<file path="config.mk">
export PLATFORM = sky130hd
export DESIGN_NAME = apb_requester
export DESIGN_NICKNAME = d
export VERILOG_FILES = /design/src/rtl/apb_pkg.sv /design/src/rtl/apb_timeout_ctr.sv /design/src/rtl/apb_requester.sv
export SDC_FILE = /design/constraint.sdc
export NUM_CORES = 1
export LEC_CHECK = 0
export CELL_PAD_IN_SITES_DETAIL_PLACEMENT = 1
export CELL_PAD_IN_SITES_GLOBAL_PLACEMENT = 1
export CORE_MARGIN = 10
export CORE_UTILIZATION = 28
export CTS_CLUSTER_DIAMETER = 120
export CTS_CLUSTER_SIZE = 10
export DETAILED_ROUTE_END_ITERATION = 6
export PLACE_DENSITY_LB_ADDON = 0.1
export SYNTH_ARGS = -nofsm -noshare
export SYNTH_HDL_FRONTEND = slang
export SYNTH_HIERARCHICAL = 1
export SYNTH_SLANG_ARGS = --single-unit
export TNS_END_PERCENT = 20
</file>
<file path="constraint.sdc">
create_clock -name PCLK -period 3.3 [get_ports PCLK]
set_input_delay 0.66 -clock PCLK [delete_from_list [all_inputs] [get_ports PCLK]]
set_output_delay 0.66 -clock PCLK [all_outputs]
set_load 0.01 [all_outputs]
</file>
<file path="src/rtl/apb_pkg.sv">
// Shared types and widths for the APB requester and its timeout counter.
package apb_pkg;

    localparam int unsigned APB_ADDR_W = 4;
    localparam int unsigned APB_DATA_W = 128;

    typedef enum logic [1:0] {
        IDLE   = 2'd0,
        SETUP  = 2'd1,
        ACCESS = 2'd2
    } apb_state_e;

    typedef struct packed {
        logic [APB_DATA_W-1:0] rdata;
        logic                  error;
        logic                  timeout;
    } apb_rsp_t;

endpackage

</file>
<file path="src/rtl/apb_timeout_ctr.sv">
// Saturating wait-state counter; flags the cycle on which the count reaches TIMEOUT.
module apb_timeout_ctr
    import apb_pkg::*;
#(
    parameter int unsigned TIMEOUT = 16,
    parameter int unsigned CNT_W   = 8
) (
    input  logic clk,
    input  logic rst,
    input  logic clear_i,
    input  logic enable_i,
    output logic expired_c_o
);

    localparam logic [CNT_W-1:0] CNT_MAX = '1;
    // Expiry is flagged while the count is one short, so the abort lands on the edge it reaches TIMEOUT.
    localparam logic [CNT_W-1:0] LIMIT   = CNT_W'((TIMEOUT == 32'd0) ? 32'd0 : TIMEOUT - 32'd1);

    logic [CNT_W-1:0] count_q;
    logic [CNT_W-1:0] count_d;

    always_comb begin
        count_d = count_q;
        if (clear_i) begin
            count_d = '0;
        end else if (enable_i && (count_q != CNT_MAX)) begin
            count_d = count_q + CNT_W'(1);
        end
    end

    always_ff @(posedge clk) begin
        if (rst) begin
            count_q <= '0;
        end else begin
            count_q <= count_d;
        end
    end

    assign expired_c_o = (TIMEOUT != 32'd0) && enable_i && (count_q == LIMIT);

endmodule

</file>
<file path="src/rtl/apb_requester.sv">
// APB initiator: turns a valid/ready command into a SETUP/ACCESS transfer and
// returns the completion (or a timeout abort) on a held response slot.
module apb_requester
    import apb_pkg::*;
#(
    parameter int unsigned ADDR_W  = APB_ADDR_W,
    parameter int unsigned DATA_W  = APB_DATA_W,
    parameter int unsigned TIMEOUT = 16,
    parameter int unsigned CNT_W   = 8
) (
    input  logic              PCLK,
    input  logic              PRESET,
    input  logic              cmd_valid,
    output logic              cmd_ready,
    input  logic              cmd_write,
    input  logic [ADDR_W-1:0] cmd_addr,
    input  logic [DATA_W-1:0] cmd_wdata,
    output logic              rsp_valid,
    input  logic              rsp_ready,
    output logic [DATA_W-1:0] rsp_rdata,
    output logic              rsp_error,
    output logic              rsp_timeout,
    output logic              PSELx,
    output logic              PENABLE,
    output logic              PWRITE,
    output logic [ADDR_W-1:0] PADDR,
    output logic [DATA_W-1:0] PWDATA,
    input  logic              PREADY,
    input  logic [DATA_W-1:0] PRDATA,
    input  logic              PSLVERR
);

    apb_state_e        state_q;
    logic              cmd_ready_q;
    logic              rsp_valid_q;
    apb_rsp_t          rsp_q;
    logic              psel_q;
    logic              penable_q;
    logic              pwrite_q;
    logic [ADDR_W-1:0] paddr_q;
    logic [DATA_W-1:0] pwdata_q;

    logic accept_c;
    logic wait_c;
    logic expired_c;

    assign accept_c = (state_q == IDLE) && cmd_valid && cmd_ready_q;
    assign wait_c   = (state_q == ACCESS) && !PREADY;

    apb_timeout_ctr #(
        .TIMEOUT (TIMEOUT),
        .CNT_W   (CNT_W)
    ) u_timeout_ctr (
        .clk         (PCLK),
        .rst         (PRESET),
        .clear_i     (accept_c),
        .enable_i    (wait_c),
        .expired_c_o (expired_c)
    );

    // Transfer sequencing; every bus and response output is a register of this block.
    always_ff @(posedge PCLK) begin
        if (PRESET) begin
            state_q     <= IDLE;
            cmd_ready_q <= 1'b0;
            rsp_valid_q <= 1'b0;
            rsp_q       <= '0;
            psel_q      <= 1'b0;
            penable_q   <= 1'b0;
            pwrite_q    <= 1'b0;
            paddr_q     <= '0;
            pwdata_q    <= '0;
        end else begin
            case (state_q)
                IDLE: begin
                    if (accept_c) begin
                        state_q     <= SETUP;
                        cmd_ready_q <= 1'b0;
                        psel_q      <= 1'b1;
                        pwrite_q    <= cmd_write;
                        paddr_q     <= cmd_addr;
                        pwdata_q    <= cmd_write ? cmd_wdata : '0;
                    end else if (rsp_valid_q && rsp_ready) begin
                        rsp_valid_q <= 1'b0;
                        rsp_q       <= '0;
                        cmd_ready_q <= 1'b1;
                    end else begin
                        cmd_ready_q <= !rsp_valid_q;
                    end
                end
                SETUP: begin
                    state_q   <= ACCESS;
                    penable_q <= 1'b1;
                end
                ACCESS: begin
                    // PREADY is checked first so a completion on the expiry cycle is not lost.
                    if (PREADY || expired_c) begin
                        state_q       <= IDLE;
                        rsp_valid_q   <= 1'b1;
                        rsp_q.rdata   <= (PREADY && !pwrite_q) ? APB_DATA_W'(PRDATA) : '0;
                        rsp_q.error   <= PREADY ? PSLVERR : 1'b1;
                        rsp_q.timeout <= !PREADY;
                        psel_q        <= 1'b0;
                        penable_q     <= 1'b0;
                        pwrite_q      <= 1'b0;
                        paddr_q       <= '0;
                        pwdata_q      <= '0;
                    end
                end
                default: begin
                    state_q <= IDLE;
                end
            endcase
        end
    end

    assign cmd_ready   = cmd_ready_q;
    assign rsp_valid   = rsp_valid_q;
    assign rsp_rdata   = rsp_q.rdata[DATA_W-1:0];
    assign rsp_error   = rsp_q.error;
    assign rsp_timeout = rsp_q.timeout;
    assign PSELx       = psel_q;
    assign PENABLE     = penable_q;
    assign PWRITE      = pwrite_q;
    assign PADDR       = paddr_q;
    assign PWDATA      = pwdata_q;

endmodule

</file>
# Word level (Yosys, flattened, before mapping)
# Cells that the tools add are included.
[totals]
ff_bits = 277
inputBits = 267
out_inout_bits = 267
wordCells = 68
[classes]
addsub = 1
eq_ne = 8
n_mux = 28
reduce_logical = 19
[op_table]
columns = ["op", "count"]
rows = [
  ["$mux 128", 4],
  ["$mux 130", 3],
  ["$pmux 130 s2", 1],
  ["$pmux 128 s2", 1],
  ["$mux 1", 9],
  ["$add 8x1->8 const B", 1],
  ["$eq 8x4->1 const B", 1],
  ["$mux 4", 2],
  ["$ne 8x8->1 const B", 1],
  ["$pmux 1 s2", 4],
  ["$pmux 4 s2", 1],
  ["$logic_and 1x1->1", 7],
  ["$pmux 2 s3", 1],
  ["$mux 2", 2],
  ["$ne 2x1->1 const B", 2],
  ["$ne 2x2->1 const B", 2],
  ["$reduce_and 2->1", 2],
  ["$reduce_and 4->1", 1],
  ["$reduce_bool 2->1", 2],
  ["$logic_not 1->1", 3],
  ["$reduce_and 3->1", 1],
  ["$eq 2x1->1 const B", 1],
  ["$eq 2x2->1 const B", 1],
  ["$logic_not 2->1", 1],
  ["other kinds (2)", 2],
]

# Depth between registers and ports, before layout
[logic_depth]
word_depth = 6
depth_mapped = 14
mapped_depth_nobuf = 8

# By module
# Netlist, hierarchy kept.
[by_module_without_submodules]
columns = ["module", "n_inst", "cells_per_inst", "area_per_inst_um2", "seq_area_each_um2"]
rows = [
  ["apb_requester", 1, 929, 9379.0, 5385.2],
  ["apb_timeout_ctr", 1, 48, 407.9, 160.2],
]

# Worst setup path before layout
# Ideal clock, no wire load.
[synth_timing]
path_type = "register to register"
from = "reg state_q[0]"
to = "reg rsp_q (netlist bit rsp_rdata[0])"
setup_time_ns = 0.117
arrival_ns = 2.616
required_ns = 3.183
path_slack_ns = 0.567
stages_incl_launch_ff = 15
path_buffers = 6
period_less_slack_ns = 2.733
cell_sequence = "dfxtp_1 -> nand2b_1 -> buf_2 -> buf_2 -> buf_1 -> nor2_1 -> and4_1 -> nand2_1 -> nor4_1 -> or2_1 -> buf_6 -> a221oi_4 -> buf_12 -> buf_12 -> a22o_1"
[synth_between]
elab_chain_len = 6
elab_cells_between_ends = 13
classes_between = "eq/ne: 4; mux: 1; reduce/logical: 8"
[synth_rtl]
columns = ["item", "line", "source"]
rows = [
  ["start, declared", "apb_requester.sv:33", "apb_state_e state_q;"],
  ["start signal, assigned", "apb_requester.sv:64", "state_q <= IDLE;"],
  ["start signal, assigned", "apb_requester.sv:77", "state_q <= SETUP;"],
  ["start signal, assigned", "apb_requester.sv:92", "state_q <= ACCESS;"],
  ["$eq 2x2->1", "apb_requester.sv:48", "assign wait_c = (state_q == ACCESS) && !PREADY;"],
  ["$logic_and 1x1->1", "apb_requester.sv:48", ""],
  ["named net wait_c", "apb_requester.sv:44", "logic wait_c;"],
  ["$logic_and 1x1->1", "apb_timeout_ctr.sv:39", "assign expired_c_o = (TIMEOUT != 32'd0) && enable_i && (count_q == LIMIT);"],
  ["named net expired_c", "apb_requester.sv:45", "logic expired_c;"],
  ["$logic_or 1x1->1", "apb_requester.sv:97", "if (PREADY || expired_c) begin"],
  ["$ne 2x1->1 (no source line)", "n/a", ""],
  ["$reduce_and 4->1 (no source line)", "n/a", ""],
  ["end, declared", "apb_requester.sv:36", "apb_rsp_t rsp_q;"],
]
# The timed path passes the listed nets, and every way through them passes these cells.
# A chain may end at the register's enable or synchronous reset.

# Final worst setup path
[layout_timing]
from = "reg state_q[0]"
to = "reg rsp_q (netlist bit rsp_error)"
[layout_between]
elab_chain_len = 6
elab_cells_between_ends = 13
classes_between = "eq/ne: 4; mux: 1; reduce/logical: 8"
[layout_rtl]
columns = ["item", "line"]
rows = [
  ["$eq 2x2->1", "apb_requester.sv:48, apb_requester.sv:74"],
  ["$logic_and 1x1->1", "apb_requester.sv:48"],
  ["$logic_and 1x1->1", "apb_timeout_ctr.sv:39"],
  ["$logic_or 1x1->1", "apb_requester.sv:97"],
  ["$ne 2x1->1 (no source line)", "n/a"],
  ["$reduce_and 4->1 (no source line)", "n/a"],
]
# Parallel ways exist; a longest one is shown, timed or not.

==> impl_metrics.ini <==
[clocking]
cts-root-buf = clkbuf_16
cts_buffer_depth = 3
cts_tree = done
clkLatencyLatePin_ps = 560
hold_buffers = 0
numCtsBuffers = 31
htreeDepth = 1
clk_pin_slew_ps = 60
numClockSinks = 277
cts_resized = 0
post_cts_buffers = 0

[global_routing]
grt_pass1_wl_um = 65830
grt_use_total_pct = 20.00
overflow = 0
grt_pass1_vias = 9922
grt_max_degree = 129
antenna_found_initial = 12

[cells_and_area]
final_area_um2 = 16270
nNetsFinal = 1738
syn2layout_area_growth_pct = 66.24
layout-drive-gt1-share_pct = 5.034

[power_and_ir_drop]
ir_worst_vdd_mv = 0.3578
p_leak_nw = 5.745
powerDensity_nw_per_um2 = 451.0
power_w = 0.007337

[yosys]
synth_xor_xnor_area_share_pct = 0
ys_seq_area_share_pct = 56.66
ys_top_cells_by_area = dfxtp_1, a22o_1, nand4_1
synthSimpleGateAreaFrac_pct = 15.60
syn_nets = 1245
synthAdderAreaFrac_pct = 0.1278
synth_top_family_by_area = compound AO/OA/AOI/OAI gates
yosysTopAreaCell = dfxtp_1
yosys_warnings = 6
muxShareOfSynthArea_pct = 0.2046
syn_area_um2 = 9787
synth_top_area_share_pct = 56.66
ys_types = 44
async_flop_share_pct = 0
synth-seq-cells = 277
netlist_instances = 977
synth_ff_type = dfxtp_1
synth_edf_count = 0
synth_compound_area_share_pct = 20.52
syn_avg_cell_area_um2 = 10.02

[sta]
fmax_mhz = 383.3
setup_viol = 0
slew_headroom_pct = 41.14
worst_slew_pin_slew_ps = 882.9
min_period_ps = 2609
min_period_over_period_pct = 79.06
hold_viol_final = 0
setup_tns_ps = 0
finalMaxSlewViolations = 0
skew_ps = 10.08
rsz0062_at_grt = false

[placed_design]
dpl.hpwl_um = 34010
gp_congestion = 0.7615
place.port_buffers = 533
placed_cell_area_um2 = 15450

[floorplan]
start_util_pct = 28.33
core_area_um2 = 34540
ios = 534
dieArea_um2 = 42830
fp-row-count = 68
die_h_um = 207.0
die_x_um = 207.0

[setup_path]
arrival_ps = 3060
ff2ff_setup_slack_ps = 690
crit_type = flip-flop to flip-flop
required_ps = 3750
crit_path_max_fanout = 74
crit_path_end_kind = flip-flop
cp-start-kind = flip-flop

[run]
max_cap_violations = 0

[detailed_routing]
wirelength_um = 46610
antenna_left = 0
wl_per_cell_um = 24.09
remaining_drc_errors = 0
via_per_inst = 5.006
route.vias.total = 9687
drt_iter0_drc = 459
dr.pass1.iters = 4

[status]
status = finished, final reports clean

[worst_hold_path]
hold_path_class = flip-flop to flip-flop
==> synthesized netlist by cell type (2+ instances only) <==
cell type,number
dfxtp_1,277
nand2_1,134
a22o_1,132
nand4_1,129
o21ai_1,110
buf_2,45
clkbuf_1,40
o21ai_0,21
buf_12,11
a21oi_1,10
nor2_1,7
a211oi_1,5
inv_1,5
nand3_1,5
buf_1,4
buf_6,4
nor3_1,4
nor2b_1,3
a21o_1,2
a41oi_1,2
mux2i_1,2
nand2b_1,2
nor4_1,2
==> critical path: stages (launching register included) <==
cell	delay, ps
dfxtp_1	480
nand2b_4	190
buf_4	590
buf_4	810
nor2_1	110
o41ai_1	250
==> power by group <==
part | switching, W | leakage [nW] | internal [W]
Clock | 0.00132 | 0.391 | 0.00164
Combinational | 0.000402 | 3.12 | 0.000507
Sequential | 0.0000440 | 2.24 | 0.00342
==> state kept, by name (all words and copies together) (netlist names) <==
| name | cells |
|---|---|
| PADDR | 4 |
| rsp_timeout | 1 |
| PENABLE | 1 |
| cmd_ready | 1 |
| PSELx | 1 |
| u_timeout_ctr/count_q | 8 |
| rsp_valid | 1 |
| rsp_rdata | 128 |
| state_q | 2 |
| rsp_error | 1 |
| PWRITE | 1 |
| PWDATA | 128 |
==> area by class of cell <==
| type | count | area, um2 |
|---|---|---|
| sequential | 277 | 5545 |
| clock inverter | 2 | 13.76 |
| inverter | 5 | 21.27 |
| clock buffer | 31 | 775.7 |
| fill | 3816 | 18270 |
| multi-input combinational | 591 | 3613 |
| tap | 455 | 569.3 |
| antenna | 10 | 25.02 |
| timing repair buffer | 564 | 5705 |
==> logic make-up after synthesis <==
logic type      Yosys count
simple gates            299
compound gates          289
flops                   277
buf+inv                 109
mux                       2
fa+ha+maj                 1
==> routing by layer <==
layer  vias up  track usage, %  wire [um]
li1       4577               -          -
met5         -               0         69
met4        10           5.873        889
met3        57           10.69       5893
met1      4698           22.17      17870
met2       345           32.60      21890
==> path summary, 6_finish.rpt <==
check | endpoint | start | depth (start not counted)
hold reg to reg | PWDATA[44] | PWDATA[44] | 2
setup / recovery | rsp_error | state_q[0] | 5
setup reg to reg | rsp_error | state_q[0] | 5
hold / removal | PWDATA[44] | PWDATA[44] | 2
==> stage by stage <==
stage / cells / setup WS (ps) / hold WS [ps] / util [%]
2_1_floorplan: 977 / 567.0 / 458.0 / -
3_3_place_gp: 1892 / 372.0 / 434.1 / 44.74
3_5_place_dp: 1892 / 334.0 / 442.4 / 44.74
4_1_cts: 1925 / 757.5 / 452.8 / 47.03
5_1_grt: 1929 / 585.6 / 466.3 / 47.06
6_report: 1935 / 691.1 / 447.8 / 47.10
==> layout by cell type, fill, tap and decap left out, types with 2 or more instances in the layout <==
master,instances
nand2_1,134
a211oi_1,5
nand4_1,129
nand3_1,5
a21oi_1,10
o21ai_1,110
clkbuf_16,31
diode_2,10
buf_4,20
a41oi_1,2
o21ai_0,21
nor2b_1,2
nor3_1,4
a22o_1,132
dfxtp_1,277
clkdlybuf4s50_1,533
inv_1,4
buf_12,11
nor4_1,2
mux2i_1,2
nor2_1,7
No activity file was read; power rests on OpenSTA's default activity.
